--- src/rtl/vga_stream_source.sv ---
// vga_stream_source
// -----------------------------------------------------------------------------
// VGA raster generator used as a video source for the filter chain. Counters
// sweep the full raster; visible pixels are taken either from an upstream
// pixel memory (fixed one-cycle latency request port) or from a built-in test
// pattern. Sync, blank and colour leave through a two-stage pipeline so they
// stay mutually aligned, two cycles behind the counters.
//
// Ports:
//   VGA_CLK       pixel clock, all logic on its rising edge
//   reset         synchronous active-high reset
//   pattern_sel   0 external, 1 colour bars, 2 gradient, 3 checkerboard
//   pixel_req     high while the counters address a visible pixel
//   pixel_x/y     coordinates of the requested pixel
//   pixel_data    {R,G,B}, valid one cycle after the matching pixel_req
//   frame_start   one-cycle pulse with the counters at (0,0)
//   frame_count   completed frames since reset (wraps)
//   oVGA_*        VGA outputs (HS/VS active low, SYNC_N tied low)
// -----------------------------------------------------------------------------
module vga_stream_source #(
    parameter int WIDTH  = 800,
    parameter int HEIGHT = 480,
    parameter int H_FP   = 40,
    parameter int H_SYNC = 48,
    parameter int H_BP   = 88,
    parameter int V_FP   = 13,
    parameter int V_SYNC = 3,
    parameter int V_BP   = 32
) (
    input  logic        VGA_CLK,
    input  logic        reset,
    input  logic [1:0]  pattern_sel,
    output logic        pixel_req,
    output logic [9:0]  pixel_x,
    output logic [8:0]  pixel_y,
    input  logic [23:0] pixel_data,
    output logic        frame_start,
    output logic [15:0] frame_count,
    output logic [7:0]  oVGA_R,
    output logic [7:0]  oVGA_G,
    output logic [7:0]  oVGA_B,
    output logic        oVGA_HS,
    output logic        oVGA_VS,
    output logic        oVGA_SYNC_N,
    output logic        oVGA_BLANK_N
);

    localparam int H_TOTAL = WIDTH + H_FP + H_SYNC + H_BP;
    localparam int V_TOTAL = HEIGHT + V_FP + V_SYNC + V_BP;

    localparam logic [9:0] H_VIS        = 10'(WIDTH);
    localparam logic [9:0] H_SYNC_START = 10'(WIDTH + H_FP);
    localparam logic [9:0] H_SYNC_END   = 10'(WIDTH + H_FP + H_SYNC);
    localparam logic [9:0] H_LAST       = 10'(H_TOTAL - 1);
    localparam logic [9:0] V_VIS        = 10'(HEIGHT);
    localparam logic [9:0] V_SYNC_START = 10'(HEIGHT + V_FP);
    localparam logic [9:0] V_SYNC_END   = 10'(HEIGHT + V_FP + V_SYNC);
    localparam logic [9:0] V_LAST       = 10'(V_TOTAL - 1);
    localparam logic [9:0] BAR_LAST     = 10'(WIDTH / 8 - 1);

    // Colour of bar idx, left (white) to right (black).
    function automatic logic [23:0] bar_colour(input logic [2:0] idx);
        logic [23:0] c;
        case (idx)
            3'd0:    c = 24'hFFFFFF;
            3'd1:    c = 24'hFFFF00;
            3'd2:    c = 24'h00FFFF;
            3'd3:    c = 24'h00FF00;
            3'd4:    c = 24'hFF00FF;
            3'd5:    c = 24'hFF0000;
            3'd6:    c = 24'h0000FF;
            default: c = 24'h000000;
        endcase
        return c;
    endfunction

    // (x+y)[8:1] folded into 8 bits: halves summed plus the carry of the LSBs.
    function automatic logic [7:0] grad_blue(input logic [8:0] x, input logic [8:0] y);
        return x[8:1] + y[8:1] + {7'd0, x[0] & y[0]};
    endfunction

    logic [9:0]  h_cnt_q, h_cnt_d;
    logic [9:0]  v_cnt_q, v_cnt_d;
    logic [15:0] frame_count_q, frame_count_d;
    logic [1:0]  active_sel_q, active_sel_d;
    logic [9:0]  bar_pix_q, bar_pix_d;
    logic [2:0]  bar_idx_q, bar_idx_d;

    logic        visible_s, hs_n_s, vs_n_s, frame_start_s, h_wrap_s;

    logic        s1_vis_q, s1_vis_d;
    logic        s1_hs_n_q, s1_hs_n_d;
    logic        s1_vs_n_q, s1_vs_n_d;
    logic [8:0]  s1_x_q, s1_x_d;
    logic [8:0]  s1_y_q, s1_y_d;
    logic [2:0]  s1_bar_q, s1_bar_d;

    logic [23:0] colour_s;
    logic [23:0] out_rgb_q, out_rgb_d;
    logic        out_hs_q, out_hs_d;
    logic        out_vs_q, out_vs_d;
    logic        out_blank_q, out_blank_d;

    // Stage 0: raster decode straight from the counters.
    always_comb begin
        h_wrap_s      = (h_cnt_q == H_LAST);
        visible_s     = (h_cnt_q < H_VIS) && (v_cnt_q < V_VIS);
        hs_n_s        = !((h_cnt_q >= H_SYNC_START) && (h_cnt_q < H_SYNC_END));
        vs_n_s        = !((v_cnt_q >= V_SYNC_START) && (v_cnt_q < V_SYNC_END));
        frame_start_s = (h_cnt_q == 10'd0) && (v_cnt_q == 10'd0) && !reset;
    end

    // Next state of the raster counters, bar tracker and pattern latch.
    always_comb begin
        h_cnt_d       = h_cnt_q;
        v_cnt_d       = v_cnt_q;
        frame_count_d = frame_count_q;
        bar_pix_d     = bar_pix_q;
        bar_idx_d     = bar_idx_q;
        if (h_wrap_s) begin
            h_cnt_d   = 10'd0;
            bar_pix_d = 10'd0;
            bar_idx_d = 3'd0;
            if (v_cnt_q == V_LAST) begin
                v_cnt_d       = 10'd0;
                frame_count_d = frame_count_q + 16'd1;
            end else begin
                v_cnt_d = v_cnt_q + 10'd1;
            end
        end else begin
            h_cnt_d = h_cnt_q + 10'd1;
            // Bar index steps every WIDTH/8 columns without a divider.
            if (bar_pix_q == BAR_LAST) begin
                bar_pix_d = 10'd0;
                bar_idx_d = bar_idx_q + 3'd1;
            end else begin
                bar_pix_d = bar_pix_q + 10'd1;
            end
        end
        // Pattern only changes at the frame boundary.
        if (frame_start_s) begin
            active_sel_d = pattern_sel;
        end else begin
            active_sel_d = active_sel_q;
        end
    end

    // Stage 1 capture of the decoded raster position.
    always_comb begin
        s1_vis_d  = visible_s;
        s1_hs_n_d = hs_n_s;
        s1_vs_n_d = vs_n_s;
        s1_x_d    = h_cnt_q[8:0];
        s1_y_d    = v_cnt_q[8:0];
        s1_bar_d  = bar_idx_q;
    end

    // Stage 2: pattern colour for the stage-1 pixel, source mux and blanking.
    always_comb begin
        colour_s = 24'h000000;
        case (active_sel_q)
            2'd1:    colour_s = bar_colour(s1_bar_q);
            2'd2:    colour_s = {s1_x_q[7:0], s1_y_q[7:0], grad_blue(s1_x_q, s1_y_q)};
            2'd3:    colour_s = (s1_x_q[5] ^ s1_y_q[5]) ? 24'hFFFFFF : 24'h000000;
            default: colour_s = pixel_data;
        endcase
        if (s1_vis_q) begin
            out_rgb_d = colour_s;
        end else begin
            out_rgb_d = 24'h000000;
        end
        out_hs_d    = s1_hs_n_q;
        out_vs_d    = s1_vs_n_q;
        out_blank_d = s1_vis_q;
    end

    // All state registers; reset leaves syncs inactive and the screen blank.
    always_ff @(posedge VGA_CLK) begin
        if (reset) begin
            h_cnt_q       <= 10'd0;
            v_cnt_q       <= 10'd0;
            frame_count_q <= 16'd0;
            active_sel_q  <= 2'd0;
            bar_pix_q     <= 10'd0;
            bar_idx_q     <= 3'd0;
            s1_vis_q      <= 1'b0;
            s1_hs_n_q     <= 1'b1;
            s1_vs_n_q     <= 1'b1;
            s1_x_q        <= 9'd0;
            s1_y_q        <= 9'd0;
            s1_bar_q      <= 3'd0;
            out_rgb_q     <= 24'h000000;
            out_hs_q      <= 1'b1;
            out_vs_q      <= 1'b1;
            out_blank_q   <= 1'b0;
        end else begin
            h_cnt_q       <= h_cnt_d;
            v_cnt_q       <= v_cnt_d;
            frame_count_q <= frame_count_d;
            active_sel_q  <= active_sel_d;
            bar_pix_q     <= bar_pix_d;
            bar_idx_q     <= bar_idx_d;
            s1_vis_q      <= s1_vis_d;
            s1_hs_n_q     <= s1_hs_n_d;
            s1_vs_n_q     <= s1_vs_n_d;
            s1_x_q        <= s1_x_d;
            s1_y_q        <= s1_y_d;
            s1_bar_q      <= s1_bar_d;
            out_rgb_q     <= out_rgb_d;
            out_hs_q      <= out_hs_d;
            out_vs_q      <= out_vs_d;
            out_blank_q   <= out_blank_d;
        end
    end

    assign pixel_req    = visible_s;
    assign pixel_x      = h_cnt_q;
    assign pixel_y      = v_cnt_q[8:0];
    assign frame_start  = frame_start_s;
    assign frame_count  = frame_count_q;
    assign oVGA_R       = out_rgb_q[23:16];
    assign oVGA_G       = out_rgb_q[15:8];
    assign oVGA_B       = out_rgb_q[7:0];
    assign oVGA_HS      = out_hs_q;
    assign oVGA_VS      = out_vs_q;
    assign oVGA_SYNC_N  = 1'b0;
    assign oVGA_BLANK_N = out_blank_q;

endmodule

--- config.mk ---
export PLATFORM = sky130hd
export DESIGN_NAME = vga_stream_source
export DESIGN_NICKNAME = d
export VERILOG_FILES = /design/src/rtl/vga_stream_source.sv
export SDC_FILE = /design/constraint.sdc
export NUM_CORES = 1
export LEC_CHECK = 0
export BUFFER_PORTS_ARGS = -buffer_cell sky130_fd_sc_hd__buf_4
export CORE_AREA = 2 2 109 111
export DETAILED_ROUTE_END_ITERATION = 10
export DIE_AREA = 0 0 111 113
export GPL_TIMING_DRIVEN = 1
export MAX_ROUTING_LAYER = met4
export PLACE_DENSITY = 0.7
export SLEW_MARGIN = 10
export SYNTH_ARGS = -nofsm -noshare
export SYNTH_HDL_FRONTEND = slang
export SYNTH_SLANG_ARGS = --single-unit
--- constraint.sdc ---
create_clock -name VGA_CLK -period 2.25 [get_ports VGA_CLK]
set_input_delay 0.45 -clock VGA_CLK [delete_from_list [all_inputs] [get_ports VGA_CLK]]
set_output_delay 0.45 -clock VGA_CLK [all_outputs]
set_load 0.005 [all_outputs]
==> results of run 1 <==
-- where the power goes --
part / internal [mW] / switching (mW)
Clock: 0.800 / 0.706
Sequential: 1.85 / 0.0244
Combinational: 0.133 / 0.132
Total: 2.78 / 0.862
-- stage by stage --
step	cells	setup WS (ns)	util, %	TNS, ns
finish	766	-0.0991	51.4	-0.221
floorplan	509	-0.0397	-	-0.103
global placement	746	-0.0416	48.3	-0.117
CTS	763	-0.100	51.0	-0.277
global route	766	-0.162	51.4	-0.438
detailed placement	746	-0.0804	48.3	-0.229
-- registers in the layout, indices dropped and copies added (netlist names) --
signal and count:
v_cnt_q 10, s1_bar_q 3, oVGA_BLANK_N 1, out_blank_d 1, frame_count 16, s1_y_q 9
out_hs_d 1, out_vs_d 1, oVGA_HS 1, active_sel_q 2, pixel_x 10, oVGA_VS 1
bar_pix_q 10, s1_x_q 9, bar_idx_q 3, out_rgb_q 24
-- synth_stat cells, types with 4 or more instances --
| cell | count |
|---|---|
| nor3_1 | 13 |
| nor2b_1 | 23 |
| xnor2_1 | 20 |
| mux2i_1 | 6 |
| nor2_1 | 67 |
| nand2b_1 | 15 |
| ha_1 | 15 |
| clkbuf_1 | 18 |
| o211a_1 | 7 |
| nand3_1 | 20 |
| nand2_1 | 25 |
| buf_4 | 10 |
| and3_1 | 8 |
| or3_1 | 8 |
| inv_1 | 20 |
| or2_2 | 4 |
| xor2_1 | 12 |
| or4_1 | 8 |
| a21oi_1 | 31 |
| dfxtp_1 | 102 |
| o21ai_0 | 37 |
| nand4_1 | 9 |
-- worst max-delay path, cell delays in order (launching register included) --
cell and delay [ns]:
dfxtp_2 0.32, or2_1 0.23, or4_4 0.54, or4_4 0.55
or4_1 0.49, a21oi_1 0.15
-- path summary, 6_finish.rpt --
check / cells after the start / startpoint / slack [ns] / to
worst min-delay path: 2 / pixel_data[10] / 0.35 / out_rgb_q[10]
worst max register to register: 5 / pixel_x[5] / -0.1 / frame_count[14]
worst max-delay path: 5 / pixel_x[5] / -0.1 / frame_count[14]
worst min register to register: 1 / out_vs_d / 0.41 / oVGA_VS
-- routing by layer --
layer	track usage [%]	share of wire [%]	vias up	routed length (um)
li1	-	-	1942	-
met1	22.7	47	1777	5200
met2	29.4	48	95	5270
met3	3.11	4.1	11	456
met4	6.75	1.3	0	148
met5	-	0	-	0
-- final cells by class --
class | count | area [um^2] | area share (%)
multi-input cells | 357 | 2230 | 38.5
well taps | 143 | 179 | 3.09
clock inverters | 6 | 53.8 | 0.929
repair buffers | 128 | 965 | 16.7
clock buffers | 10 | 239 | 4.13
flip-flops and latches | 102 | 2050 | 35.4
inverters | 20 | 75.1 | 1.30
-- kinds of logic (layout without fill, tap and decap cells) --
kind of cell	count (synthesis)	in the layout	synth area share (%)
adder cells (fa/ha/maj)	17	17	5.11
multiplexers	7	7	1.60
flip-flops	102	102	45.8
buffers and inverters	51	164	5.33
other	1	1	0.0841
XOR/XNOR	32	32	6.29
AO/OA/AOI/OAI	85	85	11.0
AND/OR/NAND/NOR	214	215	24.8
-- what timing repair did --
item | in CTS | in global routing
pin swaps | 0 | 8
gates resized for setup | 0 | 6
buffers inserted | 1 | 2
setup endpoints to repair | 4 | 12
gates cloned | 0 | 1
==> qor.yml, run 1 <==
outcome:
  status: "complete, but fails checks"
  violations: "negative setup slack"
place:
  portBuffers: 91
  dpl_cell_area_mm2: 0.00545
  routabilityCongestion: 0.881
  place_hpwl_um: 8320
finish:
  drive_gt1_share_pct: 26.5
  syn2layout_area_growth_pct: 30.0
  diodes: 0
  fin_area_mm2: 0.00579
  nNetsFinal: 663
  nFillCells: 1044
  final_cell_mix: "buf_4, dfxtp_1, nor2_1"
  final_common_cell: "buf_4"
timing:
  min_period_ns: 2.35
  fin_worst_skew_ns: 0.00986
  relSlewSlack_pct: 64.2
  tightest_slew_ns: 0.537
  hold_ws_ns: 0.347
  rsz0062_at_grt: "true"
  setup_viol: 4
  period_share_pct: 104
  setup_ws_ns: -0.0991
  fmax_mhz: 426
  drv_slew: 0
  hold_viol: 0
floorplan:
  start_util_pct: 39.5
  core-area_mm2: 0.0113
  die-area_mm2: 0.0125
  die_y_um: 113
  num_rows: 39
  pin_count: 93
  dieWidth_um: 111
global_routing:
  antenna_found_initial: 0
  grtUsageTotal_pct: 18.1
  grt_max_degree: 42
  grt_pass1_vias: 3711
  overflow: 0
  grt_pass1_wl_um: 17800
synth:
  ys_types: 45
  synth_top_area_share_pct: 45.8
  yosysWarnings: 0
  synth_fp_nets: 554
  ys.flop_type: "dfxtp_1"
  syn_area_mm2: 0.00446
  synth_top_area_cell: "dfxtp_1"
  ys_ff_latch: 102
  synth.area.top_cells: "dfxtp_1, nor2_1, ha_1"
  ys_seq_area_share_pct: 45.8
  ys_async_sr_fraction_pct: 0
  synth.avg_cell_area_um2: 8.76
  syn_inst: 509
  synth_edf_count: 0
detailed_routing:
  wire_per_inst_um: 14.5
  routed_wl_um: 11100
  drc: 0
  initialDrtViolationCount: 170
  vias: 3825
  ant_nets: 0
  post_drt_via_cell_ratio: 4.99
  first_pass_iters: 4
clock_tree:
  holdBufCountCts: 0
  cts_buffer_depth: 2
  clk_pin_slew_ns: 0.07
  cts_tree: "done"
  root_buffer: "clkbuf_16"
  cts_buffers: 9
  cts_max_level: 3
  insertion_delay_ns: 0.34
  cts.sinks: 102
worst_setup_path:
  worstSetupPathType: "register to register"
  end_kind: "register"
  arrival_ns: 2.62
  startpoint_type: "register"
  cp.required_ns: 2.52
  crit_path_max_fanout: 8
hold_path:
  hp-class: "input pin to register"
pwr:
  power_density_mw_per_mm2: 629
  report.power.total_mw: 3.64
  cellLeakagePower_nw: 2.45
  peakVddDrop_uv: 367
job:
  max_cap_viol_count: 0
Note: power is estimated with default switching activity, not from simulation.
==> run 2, diff against run 1 <==
Settings changed: CAP_MARGIN from default to 20, CTS_BUF_LIST from default to sky130_fd_sc_hd__clkbuf_4.
==> run 2 against run 1 <==
The run still ends with negative setup slack left. Largest power group unchanged. Flip-flop and latch count unchanged. Fmax shrank 0.56%. Combinational power up 6%. Core utilization fell by 0.71 points. Clock power shrank 42%. Sequential power barely moved. Routed wire length down 0.32%. Clock-buffer cell count shrank 1. First-iteration DRC count increased by 1.2%. Global-route usage decreased by 0.36 points. Hold slack worse by 0.11 ns. Clock skew increased by 0.0084 ns. Largest cell class unchanged.
==> qor.yml, run 2 (same netlist as run 1, synthesis figures left out) <==
worst_setup_path:
  critPathTopFamily: "simple AND/OR/NAND/NOR gates"
  crit_buf_inv: 1
  reg2reg_slack_ns: -0.11
  path_common_cell: "or4_4"
  worstSetupPathType: "register to register"
  slowest_stage: "or4_4"
  startpoint_type: "register"
  arrival_ns: 2.73
  path_cells: "or2_1, or4_4, or4_4, buf_4, or3_1, a21oi_2"
  end_kind: "register"
  crit_path_max_fanout: 5
  max_stage_delay_ns: 0.54
  cp.required_ns: 2.62
clock_tree:
  cts_tree: "done"
  holdBufCountCts: 0
  insertion_delay_ns: 0.44
  clk_pin_slew_ns: 0.17
  cts_max_level: 3
  cts_buffer_depth: 2
  cts_buffers: 9
  cts.sinks: 102
  root_buffer: "clkbuf_4"
timing:
  fmax_mhz: 423
  tightest_slew_ns: 0.505
  drv_slew: 0
  setup_ws_ns: -0.112
  rsz0062_at_grt: "true"
  fin_worst_skew_ns: 0.0183
  hold_ws_ns: 0.234
  min_period_ns: 2.36
  period_share_pct: 105
  relSlewSlack_pct: 66.3
  hold_viol: 0
  setup_viol: 5
floorplan:
  start_util_pct: 39.5
  pin_count: 93
  num_rows: 39
  die_y_um: 113
  dieWidth_um: 111
  core-area_mm2: 0.0113
  die-area_mm2: 0.0125
finish:
  multi_input_area_mm2: 0.00227
  nFillCells: 1062
  final_common_cell: "buf_4"
  drive_gt1_share_pct: 28.5
  nNetsFinal: 668
  regMostFlops: "out_rgb_q"
  diodes: 0
  final_cell_mix: "buf_4, dfxtp_1, nor2_1"
  largest_register_ffs: 24
  syn2layout_area_growth_pct: 28.2
  regArea_mm2: 0.00205
global_routing:
  grt_max_degree: 42
  grt_pass1_wl_um: 17700
  overflow: 0
  grtUsageTotal_pct: 17.7
  grt_pass1_vias: 3692
  antenna_found_initial: 0
pwr:
  p_sw_uw: 800
  peakVddDrop_uv: 356
  power_density_mw_per_mm2: 532
  swShare_pct: 26.3
  power_frac_clock_pct: 29.0
  pwr-share-comb_pct: 9.3
  p_seq_share_pct: 61.7
  p_int_mw: 2.24
  cellLeakagePower_nw: 2.42
detailed_routing:
  post_drt_via_cell_ratio: 4.99
  routed_wl_um: 11000
  vias: 3851
  wire_per_inst_um: 14.3
  drc: 0
  ant_nets: 0
  first_pass_iters: 4
  initialDrtViolationCount: 172
hold_path:
  hp-class: "input pin to register"
place:
  place_hpwl_um: 8320
  portBuffers: 91
  dp_slack_ns: -0.0804
  routabilityCongestion: 0.881
outcome:
  violations: "negative setup slack"
  status: "complete, but fails checks"
job:
  max_cap_viol_count: 0
[run 2: cell count changes in the layout (fill, tap and decap cells not counted), moves of 2 or more]
cell / change
clkbuf_16: -9
buf_4: +5
nor3_1: -2
clkbuf_4: +9
inv_1: -4
inv_2: +2
inv_4: +2
[run 2: through the flow]
step	instances	instance area (um^2)	total power [mW]	TNS, ns	util [%]
floorplan	509	4500	2.04	-0.103	-
global placement	746	5450	2.17	-0.117	48.3
detailed placement	746	5450	2.18	-0.229	48.3
CTS	764	5610	3.06	-0.277	49.8
global route	771	5710	3.16	-0.620	50.7
finish	771	5710	3.04	-0.320	50.7
[run 2: path summary, 6_finish.rpt]
kind	start	endpoint	cells past startpoint
worst min register to register	out_vs_d	oVGA_VS	1
worst min-delay path	pixel_data[10]	out_rgb_q[10]	2
worst max register to register	pixel_x[5]	frame_count[6]	6
worst max-delay path	pixel_x[5]	frame_count[6]	6
[run 2: layout make-up]
type / count / area share [%]
Multi-Input combinational cell: 357 / 39.8
Sequential cell: 102 / 35.9
Timing Repair Buffer: 133 / 17.5
Tap cell: 143 / 3.13
Inverter: 20 / 1.40
Clock buffer: 9 / 1.18
Clock inverter: 7 / 1.01
[run 2: worst reg2reg max path: cells and delay by family, from the launching register on]
kind	cells	cell delay (ns)
simple gates	4	1.62
compound gates	1	0.15
flops	1	0.35
buf+inv	1	0.17
[run 2: routing by layer]
metal  vias up  global-route usage [%]  part of all wire [%]
met5         -                       -                     0
met4         0                    6.00                   1.8
met3        20                    2.46                   4.6
met2       100                    29.2                    48
met1      1787                    22.5                    46
li1       1944                       -                     -
[run 2: power by group through the flow]
stage	Sequential, mW	Clock (mW)	Combinational, mW
after floorplan	1.91	0	0.126
after global placement	1.91	0	0.260
after detailed placement	1.91	0	0.264
after CTS	1.88	0.913	0.271
after global routing	1.88	0.971	0.311
final	1.87	0.882	0.281
[run 2: repair_timing]
action,in CTS,in global routing
cloned,0,1
pin swaps,3,11
buffers inserted,2,6
endpoints found under the setup margin,6,13
gates resized for setup,6,16
==> run 3, diff against run 2 <==
Settings changed: RECOVER_POWER from default to 100.
==> run 3 against run 2 <==
The flow still finishes with violations (negative setup slack). First-iteration DRC count is 1.2% higher. Largest power group unchanged. Fmax is 0.22% lower. Clock power hardly changed. Highest routed layer unchanged. Flip-flop and latch count stayed put. Power hardly changed. Clock-buffer cell count stayed put. Worst setup slack worse by 0.0051 ns. Largest cell class unchanged.
==> qor.yml, run 3 (same netlist as run 1, synthesis figures left out) <==
worst_setup_path:
  worstSetupPathType: "register to register"
  arrival_ns: 2.74
  r2r-end: "frame_count[6]"
  startpoint_type: "register"
  path_common_cell: "or4_4"
  slowest_stage: "or4_4"
  path_cells: "or2_1, or4_4, or4_4, buf_4, or3_1, a21oi_2"
  max_stage_delay_ns: 0.54
  cp.required_ns: 2.62
  crit_path_max_fanout: 5
  rr_worst_depth: 6
  timing.rr.start: "pixel_x[5]"
  reg2reg_slack_ns: -0.12
  crit_path_start: "pixel_x[5]"
  end_kind: "register"
  endpoint: "frame_count[6]"
clock_tree:
  cts_tree: "done"
  cts_max_level: 3
  clk_pin_slew_ns: 0.17
  insertion_delay_ns: 0.44
  cts_buffers: 9
  cts_buffer_depth: 2
  cts.sinks: 102
  holdBufCountCts: 0
  root_buffer: "clkbuf_4"
detailed_routing:
  ant_nets: 0
  first_pass_iters: 4
  wire_per_inst_um: 14.4
  routed_wl_um: 11100
  vias: 3859
  post_drt_via_cell_ratio: 5.01
  initialDrtViolationCount: 174
  drc: 0
global_routing:
  grt_max_degree: 42
  overflow: 0
  grt_pass1_wl_um: 17700
  antenna_found_initial: 0
  grtUsageTotal_pct: 17.7
  grt_pass1_vias: 3692
floorplan:
  die_y_um: 113
  start_util_pct: 39.5
  num_rows: 39
  pin_count: 93
  dieWidth_um: 111
  core-area_mm2: 0.0113
  die-area_mm2: 0.0125
place:
  portBuffers: 91
  place_inst: 746
  place_hpwl_um: 8320
  dpl_cell_area_mm2: 0.00545
  routabilityCongestion: 0.881
job:
  max_cap_viol_count: 0
timing:
  period_share_pct: 105
  drv_slew: 0
  hold_viol: 0
  relSlewSlack_pct: 65.0
  setup_ws_ns: -0.117
  fin_worst_skew_ns: 0.0176
  rsz0062_at_grt: "true"
  tightest_slew_ns: 0.525
  min_period_ns: 2.37
  setup_viol: 7
  fmax_mhz: 422
finish:
  regMostFlops: "out_rgb_q"
  nNetsFinal: 668
  final_cell_mix: "buf_4, dfxtp_1, nor2_1"
  fin_area_mm2: 0.00569
  final_common_cell: "buf_4"
  final_cells: 771
  diodes: 0
  syn2layout_area_growth_pct: 27.7
  nFillCells: 1066
  largest_register_ffs: 24
  drive_gt1_share_pct: 27.5
outcome:
  status: "complete, but fails checks"
  violations: "negative setup slack"
pwr:
  peakVddDrop_uv: 357
  cellLeakagePower_nw: 2.39
  power_density_mw_per_mm2: 534
hold_path:
  whs_path_depth: 2
  hp-class: "input pin to register"
## run 3: cell type report
cell class	instances	area [um^2]	share of cell area (%)
clock buffers	9	67.6	1.19
clock inverters	7	57.6	1.01
inverters	20	80.1	1.41
multi-input cells	357	2270	40.0
flip-flops and latches	102	2050	36.1
well taps	143	179	3.14
repair buffers	133	980	17.2
## run 3: worst min path at each step
stage / startpoint / endpoint / slack, ns
floorplan: out_hs_d / oVGA_HS / 0.39
global placement: out_vs_d / oVGA_VS / 0.39
detailed placement: out_vs_d / oVGA_VS / 0.40
CTS: pixel_data[10] / out_rgb_q[10] / 0.21
global route: pixel_data[10] / out_rgb_q[10] / 0.21
finish: pixel_data[10] / out_rgb_q[10] / 0.23
## run 3: worst max-delay path: cells and delay by family, from the launching register on
kind                   cells  cell delay (ns)
AO/OA/AOI/OAI              1             0.15
buffers and inverters      1             0.17
AND/OR/NAND/NOR            4             1.62
flip-flops                 1             0.35
## run 3: timing repair
item / CTS / global route
gates resized for setup: 6 / 16
cloned: 0 / 1
endpoints found under the setup margin: 6 / 13
buffers inserted: 2 / 6
pin swaps: 3 / 11
## run 3: power breakdown
part | switching (mW) | total, mW | internal [mW]
clock network | 0.639 | 0.884 | 0.244
logic | 0.138 | 0.282 | 0.144
registers | 0.0242 | 1.87 | 1.85
total | 0.801 | 3.04 | 2.24
## run 3: routing by layer
layer	GRT usage, %	vias up	wire, um	part of all wire (%)
met4	6.00	0	194	1.8
met3	2.46	20	450	4.1
li1	-	1946	-	-
met2	29.2	101	5260	48
met1	22.5	1792	5160	47
met5	-	-	0	0
## run 3: stage by stage
step	TNS (ns)	hold WS (ns)	util, %	setup slack (ns)	total power [mW]
6_report	-0.341	0.234	50.5	-0.117	3.04
5_1_grt	-0.775	0.207	50.5	-0.133	3.16
4_1_cts	-0.277	0.213	49.8	-0.107	3.06
3_5_place_dp	-0.229	0.399	48.3	-0.0804	2.18
3_3_place_gp	-0.117	0.394	48.3	-0.0416	2.17
2_1_floorplan	-0.103	0.389	-	-0.0397	2.04
